File: src/rtl/regfile_param.sv
// regfile_param: parametrised register file with one write port, two
// combinational read ports, hardwired-zero register 0, a flattened debug view
// and a sequenced clear engine that zeroes registers 1..DEPTH-1, one per cycle.
// Optional feature macro: REGFILE_BYPASS_EN (write-through forwarding to rd1/rd2).
module regfile_param #(
    parameter int WIDTH = 8,
    parameter int DEPTH = 8,
    parameter int AW    = $clog2(DEPTH)
) (
    input  logic                   clk,
    input  logic                   rst_n,
    input  logic                   we3,
    input  logic [AW-1:0]          wa3,
    input  logic [WIDTH-1:0]       wd3,
    input  logic [AW-1:0]          ra1,
    input  logic [AW-1:0]          ra2,
    output logic [WIDTH-1:0]       rd1,
    output logic [WIDTH-1:0]       rd2,
    input  logic                   clr_req,
    output logic                   busy,
    output logic                   wr_drop,
    output logic [DEPTH*WIDTH-1:0] dbg_regs
);

    typedef enum logic [0:0] {
        ST_IDLE  = 1'b0,
        ST_CLEAR = 1'b1
    } state_t;

    localparam logic [AW-1:0] ADDR_ZERO = '0;
    localparam logic [AW-1:0] ADDR_LAST = AW'(DEPTH - 1);
    localparam logic [AW-1:0] ADDR_ONE  = AW'(1);

    state_t           state_q, state_d;
    logic [AW-1:0]    ptr_q, ptr_d;
    logic             wr_drop_q, wr_drop_d;
    logic [WIDTH-1:0] regs_q [DEPTH];
    logic [WIDTH-1:0] regs_d [DEPTH];
    logic             wr_valid_s;

    // A write request that names a real (non-zero) register
    assign wr_valid_s = we3 && (wa3 != ADDR_ZERO);

    // State, pointer, drop flag and storage flops; reset aborts any clear
    always_ff @(posedge clk or negedge rst_n) begin
        if (!rst_n) begin
            state_q   <= ST_IDLE;
            ptr_q     <= '0;
            wr_drop_q <= 1'b0;
            for (int i = 0; i < DEPTH; i++) begin
                regs_q[i] <= '0;
            end
        end else begin
            state_q   <= state_d;
            ptr_q     <= ptr_d;
            wr_drop_q <= wr_drop_d;
            for (int i = 0; i < DEPTH; i++) begin
                regs_q[i] <= regs_d[i];
            end
        end
    end

    // Clear sequencer next state: start on clr_req, walk ptr up to DEPTH-1
    always_comb begin
        state_d = state_q;
        ptr_d   = ptr_q;
        case (state_q)
            ST_IDLE: begin
                if (clr_req) begin
                    state_d = ST_CLEAR;
                    ptr_d   = ADDR_ONE;
                end else begin
                    state_d = ST_IDLE;
                    ptr_d   = ptr_q;
                end
            end
            ST_CLEAR: begin
                if (ptr_q == ADDR_LAST) begin
                    state_d = ST_IDLE;
                    ptr_d   = ADDR_ZERO;
                end else begin
                    state_d = ST_CLEAR;
                    ptr_d   = ptr_q + ADDR_ONE;
                end
            end
            default: begin
                state_d = ST_IDLE;
                ptr_d   = ADDR_ZERO;
            end
        endcase
    end

    // Storage update: normal writes in IDLE, one register zeroed per CLEAR edge
    always_comb begin
        for (int i = 0; i < DEPTH; i++) begin
            regs_d[i] = regs_q[i];
        end
        wr_drop_d = 1'b0;
        case (state_q)
            ST_IDLE: begin
                if (wr_valid_s) begin
                    regs_d[wa3] = wd3;
                end else begin
                    wr_drop_d = 1'b0;
                end
            end
            ST_CLEAR: begin
                regs_d[ptr_q] = '0;
                wr_drop_d     = wr_valid_s;
            end
            default: begin
                wr_drop_d = 1'b0;
            end
        endcase
        // Register 0 is hardwired to zero regardless of any path above
        regs_d[0] = '0;
    end

    // Outputs: busy decoded from state, read ports from storage (optionally forwarded)
    always_comb begin
        busy    = (state_q == ST_CLEAR);
        wr_drop = wr_drop_q;
        rd1     = regs_q[ra1];
        rd2     = regs_q[ra2];
`ifdef REGFILE_BYPASS_EN
        if ((state_q == ST_IDLE) && wr_valid_s && (wa3 == ra1)) begin
            rd1 = wd3;
        end else begin
            rd1 = regs_q[ra1];
        end
        if ((state_q == ST_IDLE) && wr_valid_s && (wa3 == ra2)) begin
            rd2 = wd3;
        end else begin
            rd2 = regs_q[ra2];
        end
`else
        if (ra1 == ADDR_ZERO) begin
            rd1 = '0;
        end else begin
            rd1 = regs_q[ra1];
        end
        if (ra2 == ADDR_ZERO) begin
            rd2 = '0;
        end else begin
            rd2 = regs_q[ra2];
        end
`endif
    end

    // Debug view always shows stored contents, never forwarded data
    for (genvar gi = 0; gi < DEPTH; gi++) begin : g_dbg
        assign dbg_regs[gi*WIDTH +: WIDTH] = regs_q[gi];
    end

endmodule

File: config.mk
export PLATFORM = sky130hd
export DESIGN_NAME = regfile_param
export DESIGN_NICKNAME = d
export VERILOG_FILES = /design/src/rtl/regfile_param.sv
export SDC_FILE = /design/constraint.sdc
export NUM_CORES = 1
export LEC_CHECK = 0
export CAP_MARGIN = 20
export CORE_ASPECT_RATIO = 1.1
export CORE_MARGIN = 8
export CORE_UTILIZATION = 51
export CTS_BUF_LIST = sky130_fd_sc_hd__clkbuf_2 sky130_fd_sc_hd__clkbuf_4 sky130_fd_sc_hd__clkbuf_8
export CTS_CLUSTER_DIAMETER = 50
export DETAILED_ROUTE_END_ITERATION = 7
export PLACE_DENSITY = 0.83
export SETUP_SLACK_MARGIN = 0.05
export SKIP_LAST_GASP = 1
export SLEW_MARGIN = 25
export SYNTH_ARGS = -nofsm -noshare
export SYNTH_HDL_FRONTEND = slang
export SYNTH_SLANG_ARGS = --single-unit
File: constraint.sdc
create_clock -name clk -period 1.95 [get_ports clk]
set_clock_uncertainty 0.1 [all_clocks]
set_input_delay 0.2925 -clock clk [delete_from_list [all_inputs] [get_ports clk]]
set_output_delay 0.2925 -clock clk [all_outputs]
set_load 0.02 [all_outputs]
==> flow_summary.toml, run 1 <==
[logic_synthesis]
ys.warnings.count = 0
netlist_instances = 339
synth.avg_cell_area_um2 = 11.5
syn-cell-area_um2 = 3910
yosysSeqAreaShare = 0.390
ys_ff_latch = 61
ys_types = 35

[global_route]
gr-total-overflow = 0
grt_max_degree = 56
grt_usage = 0.272
grt_pass1_vias = 3830
grt_first_pass_wirelength_mm = 22.3
antenna_found_initial = 0

[placed_design]
dp_slack_ps = -798
hpwl_mm = 10.2
io_buffers = 94
gp_congestion = 0.986

[detailed_routing]
vias = 3750
ant_nets = 0
drt_first_pass_iters = 4
avgRoutedWirePerCell_um = 24.9
drt_iter0_drc = 209
post-route-drc-count = 0
wirelength_mm = 14.7
via_per_inst = 6.35

[cells_and_area]
drive_gt1_frac = 0.359
diodes = 0
syn_to_final_growth_pct = 55.4
finalNetCount = 522
postLayoutCoreUtil = 0.818

[power_and_ir_drop]
finalPower_mw = 7.84
cellPowerDensity_nw_per_um2 = 1290
p_leak_nw = 3.39
peakVddDrop_v = 0.000896

[setup_path]
crit_buf_inv = 1
crit_type = "register to output port"
crit_family = "flip-flops"
worstPathArrival_ps = 1680
path_cells = "mux2_4 > a221oi_4 > a221oi_2 > buf_2"
end_kind = "output port"
crit_slowest_cell = "dfrtp_1"
cp-start-kind = "register"
critical_path_required_ps = 1560
crit_fanout = 3
critPathMaxStageDelay_ps = 420
regToRegSetupSlack_ps = 230

[run]
maxCapViolCount = 0

[timing]
hold-worst-slack_ps = 188
worstMarginPinSlew_ps = 739
max_slew_margin = 0.506
tns_ps = -518
drv_slew = 0
rsz0062_at_grt = "yes"
hold_viol = 0
min_period_ps = 2080
setup_slack_ps = -125
finalSetupViolations = 9
fmax_mhz = 482
post-route-period-util = 1.06

[outcome]
status = "finished with violations"
violations = "setup timing"

[die]
dieArea_um2 = 10700
die_h_um = 108
core-area_um2 = 7430
num_rows = 33
start_util = 0.526
io_pins = 103
die_w_um = 99.5

[cts]
clk_pin_slew_ps = 80
cts_buffers = 9
cts_root_buf = "clkbuf_8"
clk_path_buf_depth = 2
htreeDepth = 3
worstSkewPairLatency_ps = 360
cts_sinks = 61
cts_tree = "built"

[min_path]
hp-class = "input pin to async pin"
## worst register-to-register path: cells and delay by family (launching register included)
kind | cells | cell delay, ps
AOI/OAI and AO/OA | 2 | 700
DFF | 1 | 530
and+or+nand+nor | 1 | 300
## repair_timing
item,in CTS,in global routing
endpoints found under the setup margin,33,47
resized for setup,163,45
hold endpoints to repair,61,0
gates cloned,1,0
hold buffers,1,0
pin swaps,5,5
setup buffers,3,2
## report_power, final
group | internal, mW | switching (mW) | total [mW] | leakage, nW
logic | 1.97 | 2.33 | 4.30 | 2.46
clock network | 0.723 | 0.585 | 1.31 | 0.106
registers | 1.69 | 0.548 | 2.24 | 0.823
total | 4.38 | 3.46 | 7.84 | 3.39
## kinds of logic (layout without fill, tap and decap cells)
group / count (synthesis) / count (layout) / share of synthesized area
adders and majority gates: 2 / 2 / 0.00640
and+or+nand+nor: 32 / 32 / 0.0550
buffers and inverters: 48 / 206 / 0.0691
muxes: 103 / 103 / 0.269
DFF: 61 / 61 / 0.390
AOI/OAI and AO/OA: 92 / 92 / 0.209
other: 1 / 8 / 0.000959
## sequential cells by signal, indices dropped and copies added, names as in the netlist
register	count
wr_drop	1
ptr_q	3
busy	1
dbg_regs	56
## final timing paths
check,start,to,cells after the start
worst max-delay path,dbg_regs[22],rd1[6],4
worst min-delay path,rst_n,dbg_regs[31],2
worst max register to register,ptr_q[0],dbg_regs[21],3
worst min register to register,dbg_regs[44],dbg_regs[44],1
max in group asynchronous,rst_n,busy,3
min in group clk,clr_req,ptr_q[2],2
## per-layer routing
metal	track usage	vias up	wire, um
li1	-	1648	-
met1	0.325	1882	6100
met5	0	-	0
met2	0.441	177	7060
met3	0.0873	43	1010
met4	0.113	0	564
## layout make-up
cell class,count,area [um2]
fill,459,1360
sequential,61,1530
clock inverter,7,97.6
multi-input combinational,237,2480
timing repair buffer,179,1700
tap,87,109
clock buffer,9,124
inverter,11,41.3
## through the flow
step                      std cells  area [um2]
after floorplan                 346        3940
after global placement          569        5460
after CTS                       589        5910
after global routing            591        6080
final                           591        6080
after detailed placement        569        5460
## cell usage in the layout (no fill, tap or decap), types with 3 or more instances in the layout
cell / count
a221oi_1: 3
dfrtp_1: 60
mux2i_1: 87
buf_12: 9
a31oi_2: 3
buf_6: 6
a221oi_4: 10
dlygate4sd2_1: 20
a221oi_2: 19
buf_2: 11
nand2_1: 11
dlymetal6s2s_1: 31
o2bb2ai_1: 47
nor2b_1: 3
inv_1: 10
conb_1: 8
mux2_2: 10
buf_4: 76
mux2_4: 6
clkbuf_8: 9
clkdlybuf4s50_1: 24
nand4b_1: 3
## synth_stat cells
cell	number	area, um2
mux2_2	16	180
and2b_1	2	15.0
a31oi_2	3	37.5
inv_1	10	37.5
buf_6	2	22.5
buf_2	9	45.0
nand4_2	1	12.5
and4bb_1	2	25.0
o311a_1	1	10.0
ha_1	2	25.0
dfrtp_1	61	1530
a21oi_4	1	16.3
nor3_1	1	5.00
nand2_1	11	41.3
o2bb2ai_1	47	412
mux2i_1	87	871
o31a_1	1	8.76
and2b_2	1	8.76
o21ai_0	2	10.0
buf_1	5	18.8
o31ai_1	1	7.51
a21oi_2	2	17.5
buf_4	17	128
nor2b_1	5	31.3
nor2_4	1	11.3
o32ai_1	1	8.76
a221o_1	1	10.0
conb_1	1	3.75
and2_1	2	12.5
clkbuf_1	4	15.0
nand4bb_1	2	22.5
nand4b_1	3	26.3
nor2_1	1	3.75
inv_2	1	3.75
a221oi_1	32	280
Note: power is estimated with default switching activity, not from simulation.
==> inputs of run 2 (changes only) <==
--- a/config.mk
+++ b/config.mk
@@ -7,7 +7,7 @@
 export LEC_CHECK = 0
 export CAP_MARGIN = 20
 export CORE_ASPECT_RATIO = 1.1
-export CORE_MARGIN = 8
+export CORE_MARGIN = 5
 export CORE_UTILIZATION = 51
 export CTS_BUF_LIST = sky130_fd_sc_hd__clkbuf_2 sky130_fd_sc_hd__clkbuf_4 sky130_fd_sc_hd__clkbuf_8
 export CTS_CLUSTER_DIAMETER = 50
==> run 2 against run 1 <==
Setup slack lost 0.90 ps. Sequential share of layout area grew 0.89 points. Clock-buffer cell count grew 2. Sequential power is essentially flat. Non-clock buffer count shrank 13. The flow still finishes with violations (setup timing). First-iteration DRC count grew 46%. Total power shrank 3.6%. Register-to-register slack gained 50 ps. Via count grew 3.4%.
==> flow_summary.toml, run 2 (same netlist as run 1, synthesis figures left out) <==
[detailed_routing]
routed.top_layer = "met4"
vias = 3878
dr_wl_met3_mm = 1.16
drt_iter0_drc = 305
wirelength_mm = 14.6
wl_met1_mm = 5.58
route.met2.wl_mm = 6.97
drt_first_pass_iters = 5
ant_nets = 0
post-route-drc-count = 0
via_per_inst = 6.52
avgRoutedWirePerCell_um = 24.5

[setup_path]
startpoint = "dbg_regs[29]"
cp-start-kind = "register"
crit_path_end = "rd2[5]"
critical_path_required_ps = 1560
timing.rr.end = "dbg_regs[30]"
end_kind = "output port"
regToRegSetupSlack_ps = 280
crit_fanout = 3
worstPathArrival_ps = 1680
reg2reg_depth = 3
r2r_start = "ptr_q[2]"
crit_type = "register to output port"

[power_and_ir_drop]
p_sw_mw = 3.40
power.share.clock = 0.135
p_comb_frac = 0.566
p_leak_nw = 3.11
finalPower_mw = 7.56
swShare = 0.450
peakVddDrop_v = 0.000749
intPower_mw = 4.16
seqPwrFrac = 0.299
cellPowerDensity_nw_per_um2 = 1290

[timing]
max_slew_margin = 0.568
post-route-period-util = 1.06
setup_slack_ps = -126
drv_slew = 0
worstMarginPinSlew_ps = 646
hold_viol = 0
fmax_mhz = 482
min_period_ps = 2080
hold-worst-slack_ps = 385
rsz0062_at_grt = "yes"
finalSetupViolations = 15

[global_route]
antenna_found_initial = 0
gr-total-overflow = 0
grt_first_pass_wirelength_mm = 20.7
grt_usage = 0.284
grt_pass1_vias = 3824
grt_max_degree = 38

[cts]
worstSkewPairLatency_ps = 340
cts_tree = "built"
cts_root_buf = "clkbuf_8"
clk_pin_slew_ps = 70
clk_path_buf_depth = 2
htreeDepth = 3
cts_sinks = 61
cts_buffers = 9

[die]
core-area_um2 = 7470
die_h_um = 102
dieArea_um2 = 9520
die_w_um = 93.5
io_pins = 103
num_rows = 33
start_util = 0.523

[outcome]
violations = "setup timing"
status = "finished with violations"

[placed_design]
dp_slack_ps = -867
hpwl_mm = 9.43
io_buffers = 94
gp_congestion = 0.887

[cells_and_area]
largest_reg_flops = 56
mostFrequentLayoutCells = "mux2i_1 (87), buf_4 (70), dfrtp_1 (58), o2bb2ai_1 (47), clkdlybuf4s50_1 (44)"
fillers = 444
finalNetCount = 509
syn_to_final_growth_pct = 50.4
final_common_cell = "mux2i_1"
drive_gt1_frac = 0.347
diodes = 0

[min_path]
hp-class = "input pin to async pin"

[run]
maxCapViolCount = 0
run 2: changes by cell type in the layout (fill, tap and decap cells not counted), sizes merged:
cell	change
buf	-14
bufinv	-2
clkbuf	+3
clkdlybuf4s15	+1
clkdlybuf4s50	+20
dlygate4sd2	-14
dlymetal6s2s	-7
inv	-1
run 2: per-layer routing:
layer  vias up  track usage
met3        72       0.0515
met2       274        0.467
met1      1912        0.361
met4         0        0.144
met5         -            0
li1       1620            -
run 2: worst min path at each step:
| stage | cells after the start | slack, ps | to | start |
|---|---|---|---|---|
| final | 2 | 390 | dbg_regs[26] | rst_n |
| after detailed placement | 1 | 230 | dbg_regs[26] | rst_n |
| after CTS | 2 | 410 | dbg_regs[26] | rst_n |
| after floorplan | 0 | -100 | busy | rst_n |
| after global routing | 2 | 450 | dbg_regs[17] | rst_n |
| after global placement | 1 | 210 | dbg_regs[26] | rst_n |
run 2: through the flow:
stage               setup TNS, ps   util  std cells  instance area (um2)
detailed placement         -12220  0.721        578                 5390
finish                       -642  0.787        595                 5880
global placement           -11840  0.721        578                 5390
floorplan                       0      -        346                 3940
CTS                         -50.0  0.769        594                 5740
global route                -1210  0.787        595                 5880
run 2: power groups by stage:
stage / Combinational [mW] / Clock, mW / Sequential (mW)
detailed placement: 4.04 / 0 / 2.18
global route: 4.55 / 1.07 / 2.28
finish: 4.28 / 1.02 / 2.26
CTS: 4.14 / 1.01 / 2.18
global placement: 3.94 / 0 / 2.15
floorplan: 1.57 / 0 / 2.61
run 2: what timing repair did:
item	CTS	global route
setup endpoints to repair	20	42
gates resized for setup	146	39
pin swaps	4	1
buffers inserted	0	1
endpoints found under the hold margin	24	0
hold buffers	1	0
run 2: final cells by class:
cell class	instances	area, um2	share of cell area
tap	105	131	0.0223
sequential	61	1530	0.260
inverter	11	41.3	0.00702
multi-input combinational	237	2430	0.413
clock inverter	4	25.0	0.00426
timing repair buffer	166	1580	0.269
clock buffer	11	145	0.0247
run 2: critical path: stages (launching register included):
cell and delay, ps:
dfrtp_1 430, mux2_2 300, a221oi_2 330, a221oi_2 90, buf_2 180
==> inputs of run 3 (changes only) <==
--- a/config.mk
+++ b/config.mk
@@ -8,11 +8,10 @@
 export CAP_MARGIN = 20
 export CORE_ASPECT_RATIO = 1.1
 export CORE_MARGIN = 5
-export CORE_UTILIZATION = 51
+export CORE_UTILIZATION = 24
 export CTS_BUF_LIST = sky130_fd_sc_hd__clkbuf_2 sky130_fd_sc_hd__clkbuf_4 sky130_fd_sc_hd__clkbuf_8
 export CTS_CLUSTER_DIAMETER = 50
 export DETAILED_ROUTE_END_ITERATION = 7
-export PLACE_DENSITY = 0.83
 export SETUP_SLACK_MARGIN = 0.05
 export SKIP_LAST_GASP = 1
 export SLEW_MARGIN = 25
==> run 3 against run 2 <==
The flow still finishes with violations (setup timing). Largest power group unchanged. Sequential power down 3%. Global-route usage down 13 points. Flip-flop and latch count unchanged. Final cell count up 20%. Largest cell class unchanged.
==> flow_summary.toml, run 3 (same netlist as run 1, synthesis figures left out) <==
[cells_and_area]
final_common_cell = "mux2i_1"
diodes = 0
largest_reg_flops = 56
stdcell_area_um2 = 6400
instances_no_fill = 712
syn_to_final_growth_pct = 63.7
drive_gt1_frac = 0.378
mostFrequentLayoutCells = "mux2i_1 (87), buf_4 (83), dfrtp_1 (57), o2bb2ai_1 (47), clkdlybuf4s50_1 (31)"
postLayoutCoreUtil = 0.395
finalNetCount = 526
fillers = 1587

[cts]
cts_root_buf = "clkbuf_8"
worstSkewPairLatency_ps = 350
clk_path_buf_depth = 2
clk_pin_slew_ps = 70
htreeDepth = 3
cts_buffers = 9
cts_tree = "built"
cts_sinks = 61

[timing]
worstMarginPinSlew_ps = 660
fmax_mhz = 504
setup_slack_ps = -35.0
rsz0062_at_grt = "yes"
hold-worst-slack_ps = 356
finalSetupViolations = 7
min_period_ps = 1980
hold_viol = 0
post-route-period-util = 1.02
max_slew_margin = 0.558
drv_slew = 0

[detailed_routing]
via_per_inst = 5.04
ant_nets = 0
drt_first_pass_iters = 4
vias = 3591
drt_iter0_drc = 259
wirelength_mm = 15.0
post-route-drc-count = 0
avgRoutedWirePerCell_um = 21.0

[power_and_ir_drop]
p_sw_mw = 3.43
p_leak_nw = 3.34
p_comb_frac = 0.585
seqPwrFrac = 0.280
swShare = 0.438
peakVddDrop_v = 0.000458
cellPowerDensity_nw_per_um2 = 1220
finalPower_mw = 7.84
intPower_mw = 4.41
power.share.clock = 0.135

[global_route]
grt_use_met1 = 0.202
grt_pass1_vias = 3851
antenna_found_initial = 0
gr-max-usage-layer = "met2"
grt_first_pass_wirelength_mm = 23.3
grt_use_met2 = 0.271
use_met3 = 0.0368
grt_max_degree = 62
gr-total-overflow = 0
grt_usage = 0.158

[die]
dieArea_um2 = 18900
die_h_um = 144
core-area_um2 = 16200
num_rows = 49
io_pins = 103
start_util = 0.242
die_w_um = 132

[outcome]
status = "finished with violations"
violations = "setup timing"

[setup_path]
reg2reg_depth = 4
end_kind = "output port"
critPathMaxStageDelay_ps = 390
crit_family = "compound AO/OA/AOI/OAI gates"
crit_buf_inv = 1
path_cells = "mux2_4 > a221oi_4 > a221oi_4 > buf_6"
cp-start-kind = "register"
critical_path_required_ps = 1560
regToRegSetupSlack_ps = 260
crit_path_frequent_cell = "a221oi_4"
timing.rr.end = "dbg_regs[26]"
crit_slowest_cell = "dfrtp_1"
r2r_start = "busy"
worstPathArrival_ps = 1590
crit_fanout = 2
crit_type = "register to output port"

[placed_design]
placed_area_um2 = 5630
hpwl_mm = 11.1
dp.cells = 688
io_buffers = 94
gp_congestion = 0.856

[run]
maxCapViolCount = 0

[min_path]
hp-class = "input pin to async pin"
==> run 3: changes by cell type in the layout (fill, tap and decap cells not counted), moves of 5 or more <==
cell             previous run  this run
buf_4                      70        83
mux2_2                     12         5
dlygate4sd2_1               6        17
a221oi_4                    6        19
mux2_4                      4        11
clkdlybuf4s50_1            44        31
buf_2                       8         3
buf_6                       2         8
a221oi_2                   23        13
==> run 3: final cells by class <==
type	count	area (um2)	share of cell area
Timing Repair Buffer	183	1780	0.279
Multi-Input combinational cell	237	2610	0.408
Clock inverter	2	10.0	0.00156
Clock buffer	14	168	0.0262
Tap cell	204	255	0.0399
Sequential cell	61	1530	0.239
Inverter	11	41.3	0.00645
==> run 3: timing repair <==
action                                  CTS  global route
gates resized for setup                 187            41
endpoints found under the setup margin   31            42
pin swaps                                10             9
gates cloned                              0             1
endpoints found under the hold margin    61             0
setup buffers                             3             3
hold buffers                              1             0
==> run 3: worst register-to-register path, stage by stage, from the launching register on <==
cell and delay (ps):
dfrtp_2 400, buf_4 220, inv_2 130, a31oi_2 560, o2bb2ai_1 190
==> run 3: worst max-delay path by stage <==
stage / start / end / slack (ps) / cells after the start
after global routing: dbg_regs[13] / rd1[5] / -100 / 4
final: dbg_regs[13] / rd1[5] / -30 / 4
after detailed placement: ra2[0] / rd2[5] / -950 / 6
after global placement: ra2[0] / rd2[5] / -890 / 6
after floorplan: ra2[1] / rd2[0] / 170 / 4
after CTS: dbg_regs[22] / rd1[6] / -50 / 4
==> run 3: metrics by stage <==
step	setup TNS [ps]	setup slack (ps)
6_report	-148	-35.0
2_1_floorplan	0	168
3_3_place_gp	-13070	-890
5_1_grt	-944	-95.6
4_1_cts	-367	-47.6
3_5_place_dp	-13320	-949
==> run 3: power groups by stage <==
| stage | sequential (mW) | combinational [mW] | clock (mW) |
|---|---|---|---|
| finish | 2.20 | 4.59 | 1.06 |
| detailed placement | 2.18 | 4.29 | 0 |
| global route | 2.25 | 4.90 | 1.14 |
| CTS | 2.18 | 4.54 | 1.08 |
| global placement | 2.16 | 4.22 | 0 |
| floorplan | 2.61 | 1.57 | 0 |
==> run 3: per-layer routing <==
| layer | up-vias | wire, um |
|---|---|---|
| li1 | 1665 | - |
| met1 | 1787 | 6560 |
| met2 | 122 | 7350 |
| met3 | 17 | 846 |
| met4 | 0 | 195 |
| met5 | - | 0 |
